===== src/rtl/serializer_pkg.sv =====
`default_nettype none
// ============================================================================
// Module      : serializer_pkg
// Description : Shared state type, default width and parity helper for the
//               word serializer.
// Revision    : 1.0 - initial release
// ============================================================================
package serializer_pkg;

  localparam int DEFAULT_WIDTH = 4;

  typedef enum logic [1:0] {
    IDLE   = 2'd0,
    SHIFT  = 2'd1,
    PARITY = 2'd2
  } ser_state_e;

  // Zero-extended words keep their parity, so one fixed-width helper serves any WIDTH <= 64.
  function automatic logic even_parity(input logic [63:0] word);
    return ^word;
  endfunction

endpackage
`default_nettype wire


===== src/rtl/ser_bit_counter.sv =====
`default_nettype none
// ============================================================================
// Module      : ser_bit_counter
// Description : Load/enable bit counter, saturating at MAX, with terminal and
//               one-before-terminal flags.
// Revision    : 1.0 - initial release
// ============================================================================
module ser_bit_counter #(
  parameter int MAX = 3,
  parameter int CW  = 2
) (
  input  logic clk,
  input  logic reset_n,
  input  logic load,
  input  logic en,
  output logic tc,
  output logic pre_tc
);

  logic [CW-1:0] cnt_q;
  logic [CW-1:0] cnt_d;

  always_comb begin
    cnt_d = cnt_q;
    if (load) begin
      cnt_d = '0;
    end else if (en && (cnt_q != CW'(MAX))) begin
      cnt_d = cnt_q + CW'(1);
    end
  end

  always_ff @(posedge clk or negedge reset_n) begin
    if (!reset_n) begin
      cnt_q <= '0;
    end else begin
      cnt_q <= cnt_d;
    end
  end

  assign tc     = (cnt_q == CW'(MAX));
  assign pre_tc = (cnt_q == CW'(MAX - 1));

endmodule
`default_nettype wire


===== src/rtl/serial_word_serializer.sv =====
`default_nettype none
// ============================================================================
// Module      : serial_word_serializer
// Description : Valid/ready parallel word in, registered bit-serial stream out
//               with per-bit valid and last markers, zero-gap back-to-back.
//               Optional macro SERIALIZER_PARITY_EN appends an even-parity bit.
// Revision    : 1.0 - initial release
// ============================================================================
module serial_word_serializer
  import serializer_pkg::*;
#(
  parameter int   WIDTH      = DEFAULT_WIDTH,
  parameter bit   MSB_FIRST  = 1'b1,
  parameter logic IDLE_LEVEL = 1'b0
) (
  input  logic             clk,
  input  logic             reset_n,
  input  logic [WIDTH-1:0] par_data,
  input  logic             par_valid,
  output logic             par_ready,
  output logic             ser_d,
  output logic             ser_valid,
  output logic             ser_last,
  output logic             busy
);

  localparam int CNT_W = $clog2(WIDTH + 1);

  ser_state_e       state_q, state_d;
  // Holds the bits still to be sent after the one currently on ser_d.
  logic [WIDTH-2:0] sreg_q, sreg_d;
  logic             ser_d_q, ser_d_d;
  logic             ser_valid_q, ser_valid_d;
  logic             ser_last_q, ser_last_d;

  logic             first_bit;
  logic [WIDTH-2:0] first_rest;
  logic             next_bit;
  logic [WIDTH-2:0] sreg_adv;
  logic             accept;
  logic             cnt_load;
  logic             cnt_en;
  logic             cnt_tc;
  logic             cnt_pre_tc;

  generate
    if (MSB_FIRST) begin : g_msb_first
      assign first_bit  = par_data[WIDTH-1];
      assign first_rest = par_data[WIDTH-2:0];
      assign next_bit   = sreg_q[WIDTH-2];
      assign sreg_adv   = sreg_q << 1;
    end else begin : g_lsb_first
      assign first_bit  = par_data[0];
      assign first_rest = par_data[WIDTH-1:1];
      assign next_bit   = sreg_q[0];
      assign sreg_adv   = sreg_q >> 1;
    end
  endgenerate

  ser_bit_counter #(
    .MAX (WIDTH - 1),
    .CW  (CNT_W)
  ) u_bit_counter (
    .clk     (clk),
    .reset_n (reset_n),
    .load    (cnt_load),
    .en      (cnt_en),
    .tc      (cnt_tc),
    .pre_tc  (cnt_pre_tc)
  );

`ifdef SERIALIZER_PARITY_EN
  logic parity_q, parity_d;

  assign par_ready = (state_q == IDLE) || (state_q == PARITY);
`else
  assign par_ready = (state_q == IDLE) || ((state_q == SHIFT) && cnt_tc);
`endif

  assign accept = par_valid && par_ready;

  always_comb begin
    state_d     = state_q;
    sreg_d      = sreg_q;
    ser_d_d     = IDLE_LEVEL;
    ser_valid_d = 1'b0;
    ser_last_d  = 1'b0;
    cnt_load    = 1'b0;
    cnt_en      = 1'b0;
`ifdef SERIALIZER_PARITY_EN
    parity_d    = parity_q;
`endif

    case (state_q)
      SHIFT: begin
        if (!cnt_tc) begin
          sreg_d      = sreg_adv;
          ser_d_d     = next_bit;
          ser_valid_d = 1'b1;
          cnt_en      = 1'b1;
`ifdef SERIALIZER_PARITY_EN
          ser_last_d  = 1'b0;
`else
          ser_last_d  = cnt_pre_tc;
`endif
        end else begin
`ifdef SERIALIZER_PARITY_EN
          state_d     = PARITY;
          ser_d_d     = parity_q;
          ser_valid_d = 1'b1;
          ser_last_d  = 1'b1;
`else
          state_d     = IDLE;
`endif
        end
      end
`ifdef SERIALIZER_PARITY_EN
      PARITY: begin
        state_d = IDLE;
      end
`endif
      default: begin
        state_d = IDLE;
      end
    endcase

    // A handshake always starts a fresh frame, overriding the drain-to-idle path.
    if (accept) begin
      state_d     = SHIFT;
      sreg_d      = first_rest;
      ser_d_d     = first_bit;
      ser_valid_d = 1'b1;
      ser_last_d  = 1'b0;
      cnt_load    = 1'b1;
`ifdef SERIALIZER_PARITY_EN
      parity_d    = even_parity(64'(par_data));
`endif
    end
  end

  always_ff @(posedge clk or negedge reset_n) begin
    if (!reset_n) begin
      state_q     <= IDLE;
      sreg_q      <= '0;
      ser_d_q     <= IDLE_LEVEL;
      ser_valid_q <= 1'b0;
      ser_last_q  <= 1'b0;
`ifdef SERIALIZER_PARITY_EN
      parity_q    <= 1'b0;
`endif
    end else begin
      state_q     <= state_d;
      sreg_q      <= sreg_d;
      ser_d_q     <= ser_d_d;
      ser_valid_q <= ser_valid_d;
      ser_last_q  <= ser_last_d;
`ifdef SERIALIZER_PARITY_EN
      parity_q    <= parity_d;
`endif
    end
  end

  assign ser_d     = ser_d_q;
  assign ser_valid = ser_valid_q;
  assign ser_last  = ser_last_q;
  assign busy      = (state_q != IDLE);

endmodule
`default_nettype wire


===== config.mk =====
export PLATFORM = sky130hd
export DESIGN_NAME = serial_word_serializer
export DESIGN_NICKNAME = d
export VERILOG_FILES = /design/src/rtl/serializer_pkg.sv /design/src/rtl/ser_bit_counter.sv /design/src/rtl/serial_word_serializer.sv
export SDC_FILE = /design/constraint.sdc
export NUM_CORES = 1
export LEC_CHECK = 0
export BUFFER_PORTS_ARGS = -buffer_cell sky130_fd_sc_hd__buf_4
export CORE_AREA = 2 2 39 41
export DETAILED_ROUTE_END_ITERATION = 8
export DIE_AREA = 0 0 41 43
export SKIP_LAST_GASP = 1
export SLEW_MARGIN = 10
export SYNTH_ARGS = -nofsm -noshare
export SYNTH_HDL_FRONTEND = slang
export SYNTH_HIERARCHICAL = 1
export SYNTH_SLANG_ARGS = --single-unit
export TNS_END_PERCENT = 30

===== constraint.sdc =====
create_clock -name clk -period 1.9 [get_ports clk]
set_input_delay 0.38 -clock clk [delete_from_list [all_inputs] [get_ports clk]]
set_output_delay 0.38 -clock clk [all_outputs]
set_load 0.02 [all_outputs]

== Word level (Yosys, flattened, before mapping) ==
Cells that the tools add are included.

* $add $sub $neg: 1
* Equality and inequality tests: 6
* Muxes and demuxes: 18
* Reductions and logical operators: 9

{| class="wikitable"
|+ Operators with widths
! cell !! number
|-
| $mux W3 || 5
|-
| $mux W1 || 10
|-
| $eq A3 B2 Y1 const B || 2
|-
| $mux W2 || 3
|-
| $reduce_bool A2 Y1 || 3
|-
| $add A3 B1 Y3 const B || 1
|-
| $logic_and A1 B1 Y1 || 3
|-
| $ne A3 B2 Y1 const B || 1
|-
| $ne A3 B3 Y1 const B || 1
|-
| $eq A2 B1 Y1 const B || 1
|-
| $logic_not A2 Y1 || 1
|-
| $ne A2 B2 Y1 const B || 1
|-
| $reduce_and A2 Y1 || 1
|-
| $logic_or A1 B1 Y1 || 1
|}

* Register bits: 11
* Input bits: 7
* Output and inout bits: 5
* Word-level logic and storage cells: 40

== Longest topological paths before layout ==
* Depth in word-level cells: 6
* Mapped depth: 7
* Mapped depth without buffers: 7

== Modules after synthesis ==
The synthesis kept the hierarchy.

{| class="wikitable"
|+ By module, submodules not included
! module !! times used !! cells each !! area each (µm²) !! seq. area each (µm²)
|-
| serial_word_serializer || 1 || 23 || 320.3 || 175.2
|-
| ser_bit_counter || 1 || 18 || 200.2 || 75.1
|}

== Worst setup path before layout ==
No wires, ideal clock.

* Kind: register -> register
* Start: register u_bit_counter.cnt_q[0]
* End: register u_bit_counter.cnt_q[2]
* Setup time: 95 ps
* Arrival: 1867 ps
* Required time: 1805 ps
* Setup slack: -63 ps
* Stages on the path, launching flop included: 8
* Buffers on the path: 0
* Period minus slack after synthesis: 1963 ps
* Cell sequence: dfrtp_1 -> ha_1 -> ha_1 -> nor2b_4 -> inv_2 -> and2_2 -> or4b_1 -> o31ai_1

* Elaborated cells between the ends (all ways): 13
* Classes of those cells: add/sub: 1; eq/ne: 2; mux: 5; reduce/logical: 5

{| class="wikitable"
|+ RTL lines
! element !! line !! RTL
|-
| from (decl) || ser_bit_counter.sv:20 || <nowiki>logic [CW-1:0] cnt_q;</nowiki>
|-
| from (signal assigned) || ser_bit_counter.sv:36 || <nowiki>cnt_q <= cnt_d;</nowiki>
|-
| $eq A3 B2 Y1 || ser_bit_counter.sv:40 || <nowiki>assign tc = (cnt_q == CW'(MAX));</nowiki>
|-
| named net cnt_tc || serial_word_serializer.sv:43 || <nowiki>logic cnt_tc;</nowiki>
|-
| $mux W1 || serial_word_serializer.sv:96 || <nowiki>if (!cnt_tc) begin</nowiki>
|-
| $mux W1 || serial_word_serializer.sv:94 || <nowiki>case (state_q)</nowiki>
|-
| named net cnt_en || serial_word_serializer.sv:42 || <nowiki>logic cnt_en;</nowiki>
|-
| $logic_and A1 B1 Y1 || ser_bit_counter.sv:27 || <nowiki>end else if (en && (cnt_q != CW'(MAX))) begin</nowiki>
|-
| $reduce_bool A2 Y1 (no line) || -- ||
|}

The timed path passes the listed nets, and every way through them passes these cells. The select of a mux whose other input is x is not followed.
A chain may end at the register's enable or synchronous reset.

== Worst setup path in the final report ==
* Start: register u_bit_counter.cnt_q[1]
* End: output port par_ready

* Cells in the longest elaborated chain, start to end: 3

{| class="wikitable"
|+ RTL lines
! element !! line !! RTL
|-
| $eq A3 B2 Y1 || ser_bit_counter.sv:40 ||
|-
| named net cnt_tc || serial_word_serializer.sv:43 ||
|-
| $logic_and A1 B1 Y1 || serial_word_serializer.sv:77 || <nowiki>assign par_ready = (state_q == IDLE) || ((state_q == SHIFT) && cnt_tc);</nowiki>
|-
| $logic_or A1 B1 Y1 || serial_word_serializer.sv:77 ||
|-
| to (decl) || serial_word_serializer.sv:20 || <nowiki>output logic par_ready,</nowiki>
|}

The timed path passes the listed nets, and every way through them passes these cells.

==> results_dict.tcl <==
set metrics [dict create \
    synth_seq_cells 10 \
    avgViaCountPerCell 4.50 \
    outcome "finished clean" \
    max_freq_mhz 551 \
    multiInputGateArea_um2 264 \
    reg2reg_depth 6 \
    tightest_slew_ns 0.297 \
    cp_max_fo 5 \
    cp-end-kind "primary output" \
    synth_area_leaders "dfrtp_1 48%, mux2_4 12%, ha_1 7.2%, and2b_4 3.8%, nor2b_4 2.6%" \
    yosys.cell_types.count 21 \
    grt_max_degree 11 \
    worstSetupStartpoint "u_bit_counter/cnt_q[1]" \
    max_slew_margin_pct 80.2 \
    placed_cells 70 \
    hp-class "primary input to flip-flop" \
    setup_violations 0 \
    drc_errors 0 \
    use_met1_pct 19.5 \
    nets 73 \
    synth_seq_area_share_pct 48.1 \
    post-place-ws_ns 0.0657 \
    gp_congestion 0.696 \
    io_buffer_count 11 \
    worst_ep_required_time_ns 1.52 \
    drtPass1Iterations 2 \
    post-route-util_pct 52.7 \
    dieArea_mm2 0.00176 \
    yosysWarnings 6 \
    final-seq-area_um2 250 \
    crit_arrival_ns 1.44 \
    num_vias 351 \
    core_area_mm2 0.00138 \
    clkSlewWorstSetupHoldPaths_ns 0.07 \
    ioPinCount 12 \
    htree_levels 1 \
    antenna_left 0 \
    num-fill-cells 127 \
    grt_usage_pct 13.3 \
    final_cell_mix "15 x buf_4, 10 x dfrtp_1, 4 x mux2_4" \
    finalClockSkew_ns 0.00142 \
    synth_area_um2 520 \
    syn_inst 41 \
    maxSlewViolCount 0 \
    drive_gt1_share_pct 53.2 \
    start_kind "flip-flop" \
    die_h_um 43 \
    initial_core_util_pct 37.6 \
    drv_cap 0 \
    numCtsBuffers 3 \
    r2r_start "u_bit_counter/cnt_q[1]" \
    cts_tree "built" \
    grt_overflow 0 \
    reg2reg_to "u_bit_counter/cnt_q[1]" \
    min_period_ns 1.82 \
    powerDensity_mw_per_mm2 1680 \
    antennaDiodeCount 0 \
    clkSinkCount 10 \
    met2_usage_pct 15.9 \
    clockBufferDepth 2 \
    top_usage_layer "met1" \
    clockRootBuffer "clkbuf_4" \
    clock_latency_ns 0.26 \
    rrSetupSlack_ns 0.13 \
    syn_area_per_cell_um2 12.7 \
    area_growth_pct 40.1 \
    fin_crit_sh_pct 95.6 \
    wl_per_cell_um 11.4 \
    stdcell_count 78 \
    grt_pass1_vias 349 \
    netlist.area_leader.share_pct 48.1 \
    layout_commonest_cell "buf_4" \
    setup_slack_ns 0.0841 \
    die_w_um 41 \
    finalHoldViolCount 0 \
    dpl.hpwl_um 631 \
    drt_iter0_markers 2 \
    drt_wl_total_um 892 \
    num_rows 14 \
    grt_pass1_wl_um 1530 \
    peakVddDrop_mv 0.692 \
    timing.setup.tns_ns 0 \
    rsz0062_at_grt "false" \
    synthesis.nets 51 \
    met3_usage_pct 4.71 \
    critPathCapture "par_ready" \
    crit_type "flip-flop to primary output" \
    p_leak_nw 0.366 \
    yosys.area.top_type "dfrtp_1" \
    whs_ns 0.381 \
    antenna_found_initial 0 \
]
worst max-delay path: stages (launching register included):
cell and delay, ns:
dfrtp_1 0.38, ha_2 0.20, ha_4 0.17, nor2b_4 0.14
inv_4 0.04, buf_6 0.12, buf_6 0.12
cell families (layout without fill, tap and decap cells):
kind of cell	count (synthesis)	in the layout	synth area share [%]
AND/OR/NAND/NOR	15	15	20.2
flip-flops	10	10	48.1
multiplexers	7	7	17.8
buffers and inverters	4	25	4.33
adder cells (fa/ha/maj)	3	3	7.21
AO/OA/AOI/OAI	2	2	2.40
flip-flops by register name, indices dropped and copies added, names as in the netlist:
name                 count
state_q                  1
ser_valid                1
ser_last                 1
sreg_q                   3
ser_d                    1
u_bit_counter/cnt_q      3
per-stage QoR:
step,area [µm²],power (W)
after floorplan,527,0.000753
after CTS,714,0.00121
final,729,0.00122
after global placement,641,0.000938
after detailed placement,641,0.000950
after global routing,729,0.00132
area by class of cell:
cell class	instances	area share (%)
Clock buffer	4	4.97
Inverter	3	1.89
Multi-Input combinational cell	27	36.2
Sequential cell	10	34.3
Tap cell	16	2.74
Timing Repair Buffer	18	19.9
worst min-delay path by stage:
stage	from	endpoint	cells past startpoint
after floorplan	reset_n	ser_d	0
after CTS	par_data[0]	sreg_q[0]	3
after global placement	reset_n	ser_last	1
after detailed placement	reset_n	ser_last	1
final	par_data[0]	sreg_q[0]	3
after global routing	par_valid	ser_valid	2
cells in the mapped netlist:
library cell  count
dfrtp_1          10
mux2_4            4
ha_1              3
nor2_1            3
and2b_4           2
inv_1             2
nand2b_1          2
nor2b_1           2
and2_1            1
and2_2            1
buf_6             1
inv_2             1
mux2_1            1
mux2_2            1
mux2i_1           1
nand2_1           1
nand3b_1          1
nor2b_4           1
o21ai_0           1
o31ai_1           1
or4b_1            1
where the power goes:
part           switching, W  internal, W
combinational      0.000289     0.000403
sequential        0.0000383     0.000300
clock             0.0000780     0.000116
repair_timing:
action,CTS,global route
resized for setup,2,2
hold buffers,1,0
pin swaps,0,1
setup endpoints to repair,1,1
hold endpoints to repair,10,0
setup buffers,2,1
layer usage:
layer  routed length [µm]  part of all wire (%)  vias to the layer above
met2                  383                    43                       10
met4                   15                   1.7                        0
met3                   38                   4.3                        2
met5                    0                     0                        -
met1                  454                    51                      162
li1                     -                     -                      177
Power figures use the tool's default switching activity.
